<file path="config.mk">
export PLATFORM = sky130hd
export DESIGN_NAME = config_writer
export DESIGN_NICKNAME = d
export VERILOG_FILES = /design/src/rtl/config_writer_pkg.sv /design/src/rtl/config_shadow_file.sv /design/src/rtl/config_writer.sv
export SDC_FILE = /design/constraint.sdc
export NUM_CORES = 1
export LEC_CHECK = 0
export BUFFER_PORTS_ARGS = -buffer_cell sky130_fd_sc_hd__buf_2
export CORE_MARGIN = 2
export CORE_UTILIZATION = 45
export CTS_CLUSTER_DIAMETER = 120
export DETAILED_ROUTE_END_ITERATION = 6
export PLACE_DENSITY = 0.7
export RECOVER_POWER = 25
export SYNTH_ARGS = -nofsm -noshare
export SYNTH_HDL_FRONTEND = slang
export SYNTH_SLANG_ARGS = --single-unit
</file>
<file path="constraint.sdc">
create_clock -name clock -period 3.15 [get_ports clock]
set_clock_uncertainty 0.1 [all_clocks]
set_input_delay 0.315 -clock clock [delete_from_list [all_inputs] [get_ports clock]]
set_output_delay 0.315 -clock clock [all_outputs]
set_load 0.03 [all_outputs]
</file>
<file path="src/rtl/config_writer_pkg.sv">
// Shared types and register map for the config_writer host-side initiator.
package config_writer_pkg;

   typedef enum logic [1:0] {
      IDLE,
      WRITE_LO,
      WRITE_HI,
      GAP
   } state_e;

   localparam logic [5:0] ADDR_CCR0_LO     = 6'h00;
   localparam logic [5:0] ADDR_CCR0_HI     = 6'h01;
   localparam logic [5:0] ADDR_CCR1_LO     = 6'h02;
   localparam logic [5:0] ADDR_CCR1_HI     = 6'h03;
   localparam logic [5:0] ADDR_ORDER_LO    = 6'h04;
   localparam logic [5:0] ADDR_ORDER_HI    = 6'h05;
   localparam logic [5:0] ADDR_LIMIT_LO    = 6'h06;
   localparam logic [5:0] ADDR_LIMIT_HI    = 6'h07;
   localparam logic [5:0] ADDR_MODE        = 6'h08;
   localparam logic [5:0] ADDR_ROW_COL_SEL = 6'h09;

   localparam logic [5:0] ADDR_LAST_TIMING = 6'h07;
   localparam logic [5:0] ADDR_LAST_WIDE   = 6'h04;

   // Wide writes must target the low half of an aligned pair below the limit registers.
   function automatic logic cmd_is_legal(input logic [5:0] addr, input logic wide,
                                         input int num_regs);
      logic legal;
      legal = (int'(addr) < num_regs);
      if (wide && (addr[0] || (addr > ADDR_LAST_WIDE))) begin
         legal = 1'b0;
      end
      return legal;
   endfunction

endpackage

</file>
<file path="src/rtl/config_shadow_file.sv">
// Shadow copy of every register written to the controller, with a registered readback port.
module config_shadow_file
   import config_writer_pkg::*;
#(
   parameter int NUM_REGS = 10
) (
   input  logic        clock,
   input  logic        reset,
   input  logic        write_en_i,
   input  logic [5:0]  write_addr_i,
   input  logic [15:0] write_data_i,
   input  logic [5:0]  read_addr_i,
   output logic [15:0] read_data_o
);

   logic [15:0] mem_q [NUM_REGS];
   logic [15:0] read_data_q;
   logic [15:0] read_data_d;

   // Out-of-range read addresses simply match no entry and return zero.
   always_comb begin
      read_data_d = '0;
      for (int i = 0; i < NUM_REGS; i++) begin
         if (read_addr_i == 6'(i)) begin
            read_data_d = mem_q[i];
         end
      end
   end

   always_ff @(posedge clock) begin
      if (reset) begin
         for (int i = 0; i < NUM_REGS; i++) begin
            mem_q[i] <= '0;
         end
         read_data_q <= '0;
      end else begin
         for (int i = 0; i < NUM_REGS; i++) begin
            if (write_en_i && (write_addr_i == 6'(i))) begin
               mem_q[i] <= write_data_i;
            end
         end
         read_data_q <= read_data_d;
      end
   end

   assign read_data_o = read_data_q;

endmodule

</file>
<file path="src/rtl/config_writer.sv">
// Drives the cycle controller's config bus from a host valid/ready stream and gates its timer.
// Optional shadow readback is enabled by defining CONFIG_WRITER_READBACK_EN.
module config_writer
   import config_writer_pkg::*;
#(
   parameter int WRITE_GAP = 1,
   parameter int NUM_REGS  = 10
) (
   input  logic        clock,
   input  logic        reset,
   input  logic        host_valid,
   output logic        host_ready,
   input  logic [5:0]  host_address,
   input  logic        host_wide,
   input  logic [31:0] host_data,
   input  logic        run_request,
   input  logic        clear_error,
   output logic        write_config_n,
   output logic [5:0]  config_address,
   output logic [15:0] config_data,
   output logic        timer_enable,
   output logic        busy,
   output logic        cmd_error,
`ifdef CONFIG_WRITER_READBACK_EN
   input  logic [5:0]  rb_address,
   output logic [15:0] rb_data,
`endif
   output logic [15:0] write_count
);

   localparam logic [3:0] GAP_INIT = 4'(WRITE_GAP - 1);

   state_e      state_q, state_d;
   logic [5:0]  cmd_addr_q, cmd_addr_d;
   logic [31:0] cmd_data_q, cmd_data_d;
   logic        cmd_wide_q, cmd_wide_d;
   logic        gate_q, gate_d;
   logic [3:0]  gap_cnt_q, gap_cnt_d;
   logic        error_q, error_d;
   logic        ready_q;
   logic        strobe_n_q;
   logic        strobe_d;
   logic [5:0]  cfg_addr_q, cfg_addr_d;
   logic [15:0] cfg_data_q, cfg_data_d;
   logic        timer_en_q, timer_en_d;
   logic        busy_q;
   logic [15:0] count_q;
   logic        accept;
   logic        legal;

   assign accept = host_valid && ready_q;
   assign legal  = cmd_is_legal(host_address, host_wide, NUM_REGS);

   // Next-state logic; bus outputs are derived from the next state so they are registered.
   always_comb begin
      state_d    = state_q;
      cmd_addr_d = cmd_addr_q;
      cmd_data_d = cmd_data_q;
      cmd_wide_d = cmd_wide_q;
      gate_d     = gate_q;
      gap_cnt_d  = gap_cnt_q;
      error_d    = error_q;
      strobe_d   = 1'b0;
      cfg_addr_d = cfg_addr_q;
      cfg_data_d = cfg_data_q;

      if (clear_error) begin
         error_d = 1'b0;
      end

      case (state_q)
         IDLE: begin
            if (accept) begin
               if (legal) begin
                  cmd_addr_d = host_address;
                  cmd_data_d = host_data;
                  cmd_wide_d = host_wide;
                  gate_d     = (host_address <= ADDR_LAST_TIMING);
                  state_d    = WRITE_LO;
               end else begin
                  error_d = 1'b1;
               end
            end
         end
         WRITE_LO: begin
            state_d   = cmd_wide_q ? WRITE_HI : GAP;
            gap_cnt_d = GAP_INIT;
         end
         WRITE_HI: begin
            state_d   = GAP;
            gap_cnt_d = GAP_INIT;
         end
         GAP: begin
            if (gap_cnt_q == 4'd0) begin
               state_d = IDLE;
            end else begin
               gap_cnt_d = gap_cnt_q - 4'd1;
            end
         end
         default: state_d = IDLE;
      endcase

      case (state_d)
         WRITE_LO: begin
            strobe_d   = 1'b1;
            cfg_addr_d = cmd_addr_d;
            cfg_data_d = cmd_data_d[15:0];
         end
         WRITE_HI: begin
            strobe_d   = 1'b1;
            cfg_addr_d = cmd_addr_d + 6'd1;
            cfg_data_d = cmd_data_d[31:16];
         end
         default: ;
      endcase

      timer_en_d = ((state_d != IDLE) && gate_d) ? 1'b0 : run_request;
   end

   // State and output registers; a reset mid-command abandons any pending strobe.
   always_ff @(posedge clock) begin
      if (reset) begin
         state_q    <= IDLE;
         cmd_addr_q <= '0;
         cmd_data_q <= '0;
         cmd_wide_q <= 1'b0;
         gate_q     <= 1'b0;
         gap_cnt_q  <= '0;
         error_q    <= 1'b0;
         ready_q    <= 1'b0;
         strobe_n_q <= 1'b1;
         cfg_addr_q <= '0;
         cfg_data_q <= '0;
         timer_en_q <= 1'b0;
         busy_q     <= 1'b0;
         count_q    <= '0;
      end else begin
         state_q    <= state_d;
         cmd_addr_q <= cmd_addr_d;
         cmd_data_q <= cmd_data_d;
         cmd_wide_q <= cmd_wide_d;
         gate_q     <= gate_d;
         gap_cnt_q  <= gap_cnt_d;
         error_q    <= error_d;
         ready_q    <= (state_d == IDLE);
         strobe_n_q <= ~strobe_d;
         cfg_addr_q <= cfg_addr_d;
         cfg_data_q <= cfg_data_d;
         timer_en_q <= timer_en_d;
         busy_q     <= (state_d != IDLE);
         if (!strobe_n_q) begin
            count_q <= count_q + 16'd1;
         end
      end
   end

   assign host_ready     = ready_q;
   assign write_config_n = strobe_n_q;
   assign config_address = cfg_addr_q;
   assign config_data    = cfg_data_q;
   assign timer_enable   = timer_en_q;
   assign busy           = busy_q;
   assign cmd_error      = error_q;
   assign write_count    = count_q;

`ifdef CONFIG_WRITER_READBACK_EN
   config_shadow_file #(
      .NUM_REGS(NUM_REGS)
   ) u_shadow (
      .clock       (clock),
      .reset       (reset),
      .write_en_i  (strobe_d),
      .write_addr_i(cfg_addr_d),
      .write_data_i(cfg_data_d),
      .read_addr_i (rb_address),
      .read_data_o (rb_data)
   );
`endif

endmodule
</file>
==> reports/qor.yml, run 1 <==
synth_top_area_cell: "dfxtp_1"
vias: 3750
leakagePower_uw: 0.00181
total_power_uw: 2750
grt_pass1_vias: 3634
antenna_cells_inserted: 0
crit_chain: "inv_1 -> ha_1 -> a211oi_1 -> nand2_1 -> a2bb2oi_2 -> ha_2 -> buf_4 -> mux2_2 -> o211ai_1 -> a21oi_1"
rsz0062_at_grt: "no"
drv_slew: 0
setup_viol: 0
synth-edff-count: 0
synth_cell_types: 52
die-area_sq_mm: 0.00998
max_slew_margin_pct: 62.3
hold_path_class: "input pin to register"
synth_ff_type: "dfxtp_1"
post_drt_via_cell_ratio: 5.50
max_freq_mhz: 341
yosys.area.top_type_share_pct: 43.0
hold_viol: 0
crit_path_start_kind: "register"
synth_seq_cells: 89
path_class: "register to register"
grt_max_degree: 47
io_pins: 87
irDropWorstVdd_v: 0.000297
cp-end-kind: "register"
cts_sinks: 89
drc: 0
final_common_cell: "nand2_1"
postCtsSetupRepairBufs: 0
fp.dieW_um: 99.9
utilization_pct: 55.1
finalSetupTns_ns: 0
final_layout_size_suffix_gt1_share_pct: 19.0
cts_tree: "done"
synth-seq-area-share_pct: 43.0
grt_overflow_total: 0
arrival_ns: 3.05
firstDrtPassIters: 4
core_area_sq_mm: 0.00881
cts_inserted_buffers: 9
slowest_delay_ns: 0.41
netlist_instances: 492
final_cell_mix: "nand2_1 (95), dfxtp_1 (89), a21oi_1 (62)"
dieHeight_um: 99.9
portBuffers: 86
clkTransAtPathRegs_ns: 0.10
syn_avg_cell_area_sq_um: 8.41
cts_resized: 0
syn-num-nets: 547
drtIter0Drc: 183
maxCapViolCount: 0
finalNetCount: 624
crit_path_top_delay_cell: "dfxtp_1"
routedWlPerCell_um: 14.8
clkLatencyLatePin_ns: 0.35
hold_ws_ns: 0.0956
place_congestion: 0.865
areaGrowthSynthToFinish_pct: 17.2
ctsHoldBuffers: 0
synth_area_sq_mm: 0.00414
path_max_fanout: 23
rows: 34
fin_crit_sh_pct: 93.0
cp.required_ns: 3.27
htreeDepth: 3
async_flop_share_pct: 0
worst_pin_slew_ns: 0.564
power_density_mw_per_mm2: 567
grt_pass1_wl_um: 16700
period_minus_slack_ns: 2.93
antenna_found_initial: 0
yosys_warnings: 0
grt_usage_pct: 20.6
drt_wl_total_um: 10100
route.antenna.remaining_nets: 0
dp_hpwl_um: 6970
synth_area_leaders: "dfxtp_1 (43%), nand2_1 (8.6%), a21oi_1 (7.5%)"
status: "finished clean"
cts-root-buf: "clkbuf_8"
clock_path_buffers: 2
initial_core_util_pct: 47.0
-- logic make-up (layout without fill, tap and decap cells) --
family | count (synthesis) | after routing | synth area share [%]
AND/OR/NAND/NOR | 188 | 188 | 20.7
flip-flops | 89 | 89 | 43.0
adder cells (fa/ha/maj) | 11 | 11 | 3.33
multiplexers | 33 | 33 | 8.46
AO/OA/AOI/OAI | 116 | 116 | 17.4
buffers and inverters | 43 | 125 | 4.50
XOR/XNOR | 12 | 12 | 2.54
-- power breakdown --
| group | switching (uW) | internal (uW) | leakage [uW] | total [uW] |
|---|---|---|---|---|
| combinational | 474 | 234 | 0.000992 | 708 |
| clock | 425 | 397 | 0.000103 | 822 |
| sequential | 43.8 | 1180 | 0.000719 | 1220 |
| total | 942 | 1810 | 0.00181 | 2750 |
-- metrics by stage --
step / setup slack [ns] / std cells / cell area, sq um
finish: 0.220 / 682 / 4850
CTS: 0.154 / 682 / 4880
global placement: 0.271 / 666 / 4670
floorplan: 0.0630 / 492 / 4140
global route: 0.0168 / 682 / 4850
detailed placement: 0.199 / 666 / 4670
-- worst max-delay path: cells and delay by family, from the launching register on --
kind	cells	cell delay, ns
and+or+nand+nor	1	0.13
muxes	1	0.38
DFF	1	0.41
adders and majority gates	2	0.48
buffers and inverters	2	0.43
AOI/OAI and AO/OA	4	0.87
-- area by class of cell --
| type | count | area (sq um) |
|---|---|---|
| fillers | 834 | 3950 |
| multi-input cells | 360 | 2180 |
| flip-flops and latches | 89 | 1780 |
| repair buffers | 99 | 503 |
| clock buffers | 10 | 138 |
| well taps | 108 | 135 |
| clock inverters | 6 | 72.6 |
| inverters | 10 | 37.5 |
-- metal layers --
metal | wire length, um | global-route usage, %
met4 | 134 | 6.85
met3 | 522 | 4.67
met1 | 4630 | 26.5
met5 | 0 | 0
met2 | 4790 | 34.4
-- path summary, 6_finish.rpt --
check | from | to | slack (ns) | cells past startpoint
setup / recovery | state_q[0]$_SDFF_PP0_ | config_data[3]$_SDFFE_PP0N_ | 0.22 | 10
hold / removal | host_data[11] | cmd_data_q[11]$_SDFF_PP0_ | 0.1 | 3
setup reg to reg | state_q[0]$_SDFF_PP0_ | config_data[3]$_SDFFE_PP0N_ | 0.22 | 10
hold reg to reg | cmd_data_q[0]$_SDFF_PP0_ | cmd_data_q[0]$_SDFF_PP0_ | 0.35 | 2
-- Yosys cell counts (3+ instances only) --
| master | count |
|---|---|
| a211o_1 | 3 |
| a21oi_1 | 62 |
| a31oi_1 | 3 |
| and2_1 | 6 |
| and3_1 | 6 |
| buf_1 | 6 |
| buf_2 | 8 |
| clkbuf_1 | 16 |
| dfxtp_1 | 89 |
| ha_1 | 11 |
| inv_1 | 10 |
| mux2_2 | 16 |
| mux2i_1 | 17 |
| nand2_1 | 95 |
| nand3_1 | 23 |
| nand4_1 | 6 |
| nor2_1 | 22 |
| nor2b_1 | 3 |
| nor3_1 | 7 |
| o211ai_1 | 18 |
| o21ai_0 | 8 |
| or3_1 | 8 |
| xnor2_1 | 4 |
| xor2_1 | 8 |
-- flip-flops by register name, indices dropped and copies added (netlist names) --
signal	flops
cmd_error	1
busy	1
host_ready	1
state_q	2
timer_enable	1
cmd_data_q	32
cmd_addr_q	6
cmd_wide_q	1
config_address	6
gap_cnt_q	4
config_data	16
write_count	16
write_config_n	1
gate_q	1
No activity file was read; power rests on OpenSTA's default activity.
==> inputs of run 2 (changes only) <==
--- a/config.mk
+++ b/config.mk
@@ -9,7 +9,9 @@
 export CORE_MARGIN = 2
 export CORE_UTILIZATION = 45
 export CTS_CLUSTER_DIAMETER = 120
+export CTS_CLUSTER_SIZE = 10
 export DETAILED_ROUTE_END_ITERATION = 6
+export GPL_TIMING_DRIVEN = 0
 export PLACE_DENSITY = 0.7
 export RECOVER_POWER = 25
 export SYNTH_ARGS = -nofsm -noshare
==> run 2 against run 1 <==
Against the previous run: critical endpoint is now config_data[14]$_SDFFE_PP0N_; critical path depth increased by 2; via count increased by 4.8%; non-clock buffer count is 20 higher; flip-flop and latch count did not move; wire length is 15% higher; highest routed layer unchanged; largest power group unchanged.
==> reports/qor.yml, run 2 (same netlist as run 1, synthesis figures left out) <==
die-area_sq_mm: 0.00998
grt_pass1_wl_um: 18600
fp.dieW_um: 99.9
leakagePower_uw: 0.00184
routedWlPerCell_um: 16.4
drc: 0
rsz0062_at_grt: "no"
crit_chain: "inv_1 -> ha_1 -> a211oi_2 -> nand2_1 -> a2bb2oi_2 -> ha_1 -> clkbuf_4 -> buf_4 -> mux2i_1 -> nand3_1 -> o211ai_1 -> a21oi_1"
antenna_found_initial: 0
vias: 3931
route.antenna.remaining_nets: 0
num-fill-cells: 854
globalRouteMet2Util_pct: 38.3
firstDrtPassIters: 5
switchingPower_uw: 996
grtUsageMet1_pct: 31.8
max_freq_mhz: 339
crit_top_cell: "ha_1"
cp.required_ns: 3.29
path_class: "register to register"
top_register: "cmd_data_q"
seqPwrFrac_pct: 43.8
dp_hpwl_um: 8140
crit_path_start_kind: "register"
final_cells: 702
path_max_fanout: 10
finalSetupTns_ns: 0
post_dp_cell_area_sq_mm: 0.00470
grt_pass1_vias: 3708
power_density_mw_per_mm2: 567
irDropWorstVdd_v: 0.000314
internal_power_uw: 1800
fin_area_sq_mm: 0.00493
grt_max_degree: 17
antenna_cells_inserted: 0
ctsHoldBuffers: 0
hold_viol: 0
crit_path_top_delay_cell: "dfxtp_1"
core_area_sq_mm: 0.00881
post_drt_via_cell_ratio: 5.60
clock_path_buffers: 2
clkTransAtPathRegs_ns: 0.10
clkLatencyLatePin_ns: 0.38
dpl.cell_count: 685
drv_slew: 0
fin_crit_sh_pct: 93.6
cts_inserted_buffers: 9
largest_reg_flops: 32
final_layout_size_suffix_gt1_share_pct: 19.4
htreeDepth: 3
fin_ws_ns: 0.203
hold_path_class: "input pin to register"
grt_usage_pct: 23.8
rows: 34
combPwrFrac_pct: 26.0
finalNetCount: 644
io_pins: 87
met3_usage_pct: 5.08
p_sw_share_pct: 35.6
final_cell_mix: "nand2_1 (95), dfxtp_1 (89), buf_2 (64)"
slowest_delay_ns: 0.41
areaGrowthSynthToFinish_pct: 19.0
place_congestion: 0.866
drt_wl_total_um: 11500
cts-root-buf: "clkbuf_8"
dieHeight_um: 99.9
clockPowerShare_pct: 30.2
maxCapViolCount: 0
initial_core_util_pct: 47.0
status: "finished clean"
dp_slack_ns: -0.749
grt_overflow_total: 0
setup_viol: 0
cts_sinks: 89
arrival_ns: 3.09
cp-end-kind: "register"
portBuffers: 85
period_minus_slack_ns: 2.95
drtIter0Drc: 257
worst_pin_slew_ns: 0.658
grt_most_used_layer: "met2"
cts_tree: "done"
max_slew_margin_pct: 56.2
final_common_cell: "nand2_1"
[run 2: changes by cell type in the layout (fill, tap and decap cells not counted), sizes merged]
cell	previous run	this run
buf	69	71
clkinvlp	1	0
clkbuf	40	57
clkdlybuf4s15	0	1
clkinv	2	3
[run 2: timing repair]
item | CTS | global route
setup buffers | 0 | 1
setup endpoints to repair | 21 | 18
pin swaps | 0 | 1
gates cloned | 0 | 0
gates resized for setup | 9 | 7
[run 2: layout make-up]
| type | instances | area (sq um) | area share, % |
|---|---|---|---|
| clock inverter | 6 | 73.8 | 1.50 |
| multi-input combinational | 360 | 2200 | 44.6 |
| inverter | 10 | 37.5 | 0.762 |
| sequential | 89 | 1780 | 36.2 |
| timing repair buffer | 86 | 395 | 8.03 |
| tap | 108 | 135 | 2.74 |
| clock buffer | 10 | 138 | 2.79 |
| buffer | 33 | 169 | 3.43 |
[run 2: per-stage QoR]
step,total power [uW],hold slack (ns),util (%)
floorplan,1710,0.333,-
global placement,1940,0.341,53.4
detailed placement,1950,0.345,53.4
CTS,2790,0.0745,56.1
global route,2920,0.0660,55.9
finish,2790,0.0789,55.9
[run 2: final timing paths]
kind / to / cells after the start / slack, ns / start
setup / recovery: config_data[14]$_SDFFE_PP0N_ / 12 / 0.20 / state_q[0]$_SDFF_PP0_
hold / removal: cmd_data_q[11]$_SDFF_PP0_ / 3 / 0.08 / host_data[11]
setup reg to reg: config_data[14]$_SDFFE_PP0N_ / 12 / 0.20 / state_q[0]$_SDFF_PP0_
hold reg to reg: cmd_data_q[23]$_SDFF_PP0_ / 2 / 0.36 / cmd_data_q[23]$_SDFF_PP0_
[run 2: power by group through the flow]
stage / registers, uW / logic [uW] / clock network [uW]
after detailed placement: 1250 / 703 / 0
final: 1220 / 727 / 843
after global routing: 1230 / 784 / 906
after CTS: 1220 / 714 / 853
after global placement: 1240 / 693 / 0
after floorplan: 1310 / 392 / 0
[run 2: critical path, delay by kind of cell, from the launching register on]
kind,cells,cell delay (ns)
AND/OR/NAND/NOR,2,0.19
adder cells (fa/ha/maj),2,0.50
buffers and inverters,3,0.61
flip-flops,1,0.41
AO/OA/AOI/OAI,4,0.79
multiplexers,1,0.20
[run 2: metal layers]
metal / share of wire [%] / vias to the layer above
met5: 0 / -
met4: 2.0 / 0
met3: 5.8 / 23
met2: 47 / 123
met1: 45 / 1870
li1: - / 1915
==> inputs of run 3 (changes only) <==
--- a/config.mk
+++ b/config.mk
@@ -14,6 +14,7 @@
 export GPL_TIMING_DRIVEN = 0
 export PLACE_DENSITY = 0.7
 export RECOVER_POWER = 25
+export REMOVE_ABC_BUFFERS = 1
 export SYNTH_ARGS = -nofsm -noshare
 export SYNTH_HDL_FRONTEND = slang
 export SYNTH_SLANG_ARGS = --single-unit
==> constraint.sdc (replaced) <==
create_clock -name clock -period 3.15 [get_ports clock]
set_clock_uncertainty 0.1 [all_clocks]
set_input_delay 0.63 -clock clock [delete_from_list [all_inputs] [get_ports clock]]
set_output_delay 0.63 -clock clock [all_outputs]
set_load 0.03 [all_outputs]
==> run 3 against run 2 <==
Against the previous run: worst setup slack got worse by 0.075 ns; register-to-register slack improved by 0.05 ns; critical path depth rose by 1; maximum frequency fell by 2.5%; largest power group unchanged; die area did not move; via count fell by 4.4%; worst hold slack improved by 0.28 ns.
==> reports/qor.yml, run 3 (same netlist as run 1, synthesis figures left out) <==
status: "finished clean"
grt_overflow_total: 0
routed.top_layer: "met4"
io_pins: 87
grt_max_degree: 82
irDropWorstVdd_v: 0.000310
final_common_cell: "nand2_1"
dpl.cell_count: 655
place_congestion: 0.897
dp_hpwl_um: 6240
finalNetCount: 626
routedWlPerCell_um: 14.9
grt_usage_pct: 20.4
fin_area_sq_mm: 0.00500
drv_slew: 0
cts_inserted_buffers: 9
antenna_cells_inserted: 0
post_drt_via_cell_ratio: 5.50
ctsHoldBuffers: 0
hold_path_class: "register to register"
rsz0062_at_grt: "no"
drc: 0
cp-end-kind: "register"
finalSetupTns_ns: 0
final_cells: 683
max_freq_mhz: 331
antenna_found_initial: 0
wl_met1_um: 4520
register_area_sq_mm: 0.00178
vias: 3758
htreeDepth: 3
path_max_fanout: 18
portBuffers: 86
met3_wirelength_um: 640
multi_input_area_sq_mm: 0.00226
post_dp_cell_area_sq_mm: 0.00460
core_area_sq_mm: 0.00881
final_cell_mix: "nand2_1 (94), dfxtp_1 (88), buf_2 (63)"
cts_tree: "done"
largest_reg_flops: 32
utilization_pct: 56.7
path_class: "input pin to register"
rows: 34
cts-root-buf: "clkbuf_8"
worst_pin_slew_ns: 0.864
grt_pass1_vias: 3602
num-fill-cells: 820
initial_core_util_pct: 47.0
fin_crit_sh_pct: 95.9
maxCapViolCount: 0
arrival_ns: 3.20
leakagePower_uw: 0.00188
clkLatencyLatePin_ns: 0.35
clkTransAtPathRegs_ns: 0.08
dieHeight_um: 99.9
final_layout_size_suffix_gt1_share_pct: 22.1
fp.dieW_um: 99.9
hold_viol: 0
period_minus_slack_ns: 3.02
die-area_sq_mm: 0.00998
route.antenna.remaining_nets: 0
setup_viol: 0
wl_met2_um: 4940
drt_wl_total_um: 10200
cp.required_ns: 3.32
power_density_mw_per_mm2: 594
areaGrowthSynthToFinish_pct: 20.7
firstDrtPassIters: 4
crit_path_start_kind: "input pin"
top_register: "cmd_data_q"
grt_pass1_wl_um: 16500
cts_sinks: 89
drtIter0Drc: 148
hold_ws_ns: 0.356
clock_path_buffers: 2
max_slew_margin_pct: 42.4
==> run 3: where the power goes <==
group / switching [uW] / total [uW] / internal (uW)
Clock: 390 / 853 / 463
Combinational: 566 / 888 / 322
Sequential: 45.3 / 1230 / 1180
==> run 3: layer usage <==
| metal | vias up | GRT usage, % |
|---|---|---|
| met5 | - | 0 |
| met1 | 1770 | 25.7 |
| li1 | 1873 | - |
| met4 | 0 | 8.01 |
| met2 | 109 | 34.6 |
| met3 | 6 | 3.83 |
==> run 3: cell type report <==
| type | count | area share (%) |
|---|---|---|
| Sequential cell | 89 | 35.7 |
| Timing Repair Buffer | 100 | 11.1 |
| Inverter | 10 | 0.826 |
| Tap cell | 108 | 2.70 |
| Clock buffer | 10 | 2.75 |
| Clock inverter | 5 | 1.60 |
| Timing Repair inverter | 1 | 0.150 |
| Multi-Input combinational cell | 360 | 45.1 |
==> run 3: path summary, 6_finish.rpt <==
| check | from | to | slack (ns) | cells past startpoint |
|---|---|---|---|---|
| setup reg to reg | state_q[1]$_SDFF_PP0_ | config_address[5]$_SDFFE_PP0N_ | 0.25 | 12 |
| hold reg to reg | config_data[15]$_SDFFE_PP0N_ | config_data[15]$_SDFFE_PP0N_ | 0.36 | 2 |
| setup / recovery | host_address[5] | config_address[5]$_SDFFE_PP0N_ | 0.13 | 13 |
| hold / removal | config_data[15]$_SDFFE_PP0N_ | config_data[15]$_SDFFE_PP0N_ | 0.36 | 2 |
==> run 3: metrics by stage <==
step | power (uW) | setup WS, ns
floorplan | 1660 | -0.737
global placement | 1900 | -1.71
detailed placement | 1920 | -1.41
CTS | 2940 | 0.00977
global route | 3110 | 0.0160
finish | 2970 | 0.128
==> run 3: what timing repair did <==
action,4_1_cts,5_1_grt
endpoints found under the setup margin,61,5
pin swaps,1,3
gates cloned,1,1
setup buffers,8,3
gates resized for setup,8,8
==> run 3: worst max-delay path: stages <==
cell,delay (ns)
buf_2,0.11
or4_4,0.58
o22ai_4,0.24
a31oi_4,0.14
o21ai_2,0.16
nand2_1,0.11
ha_4,0.23
buf_12,0.17
and4_1,0.22
nand3_1,0.09
xor2_1,0.06
or3_1,0.30
a21oi_1,0.14
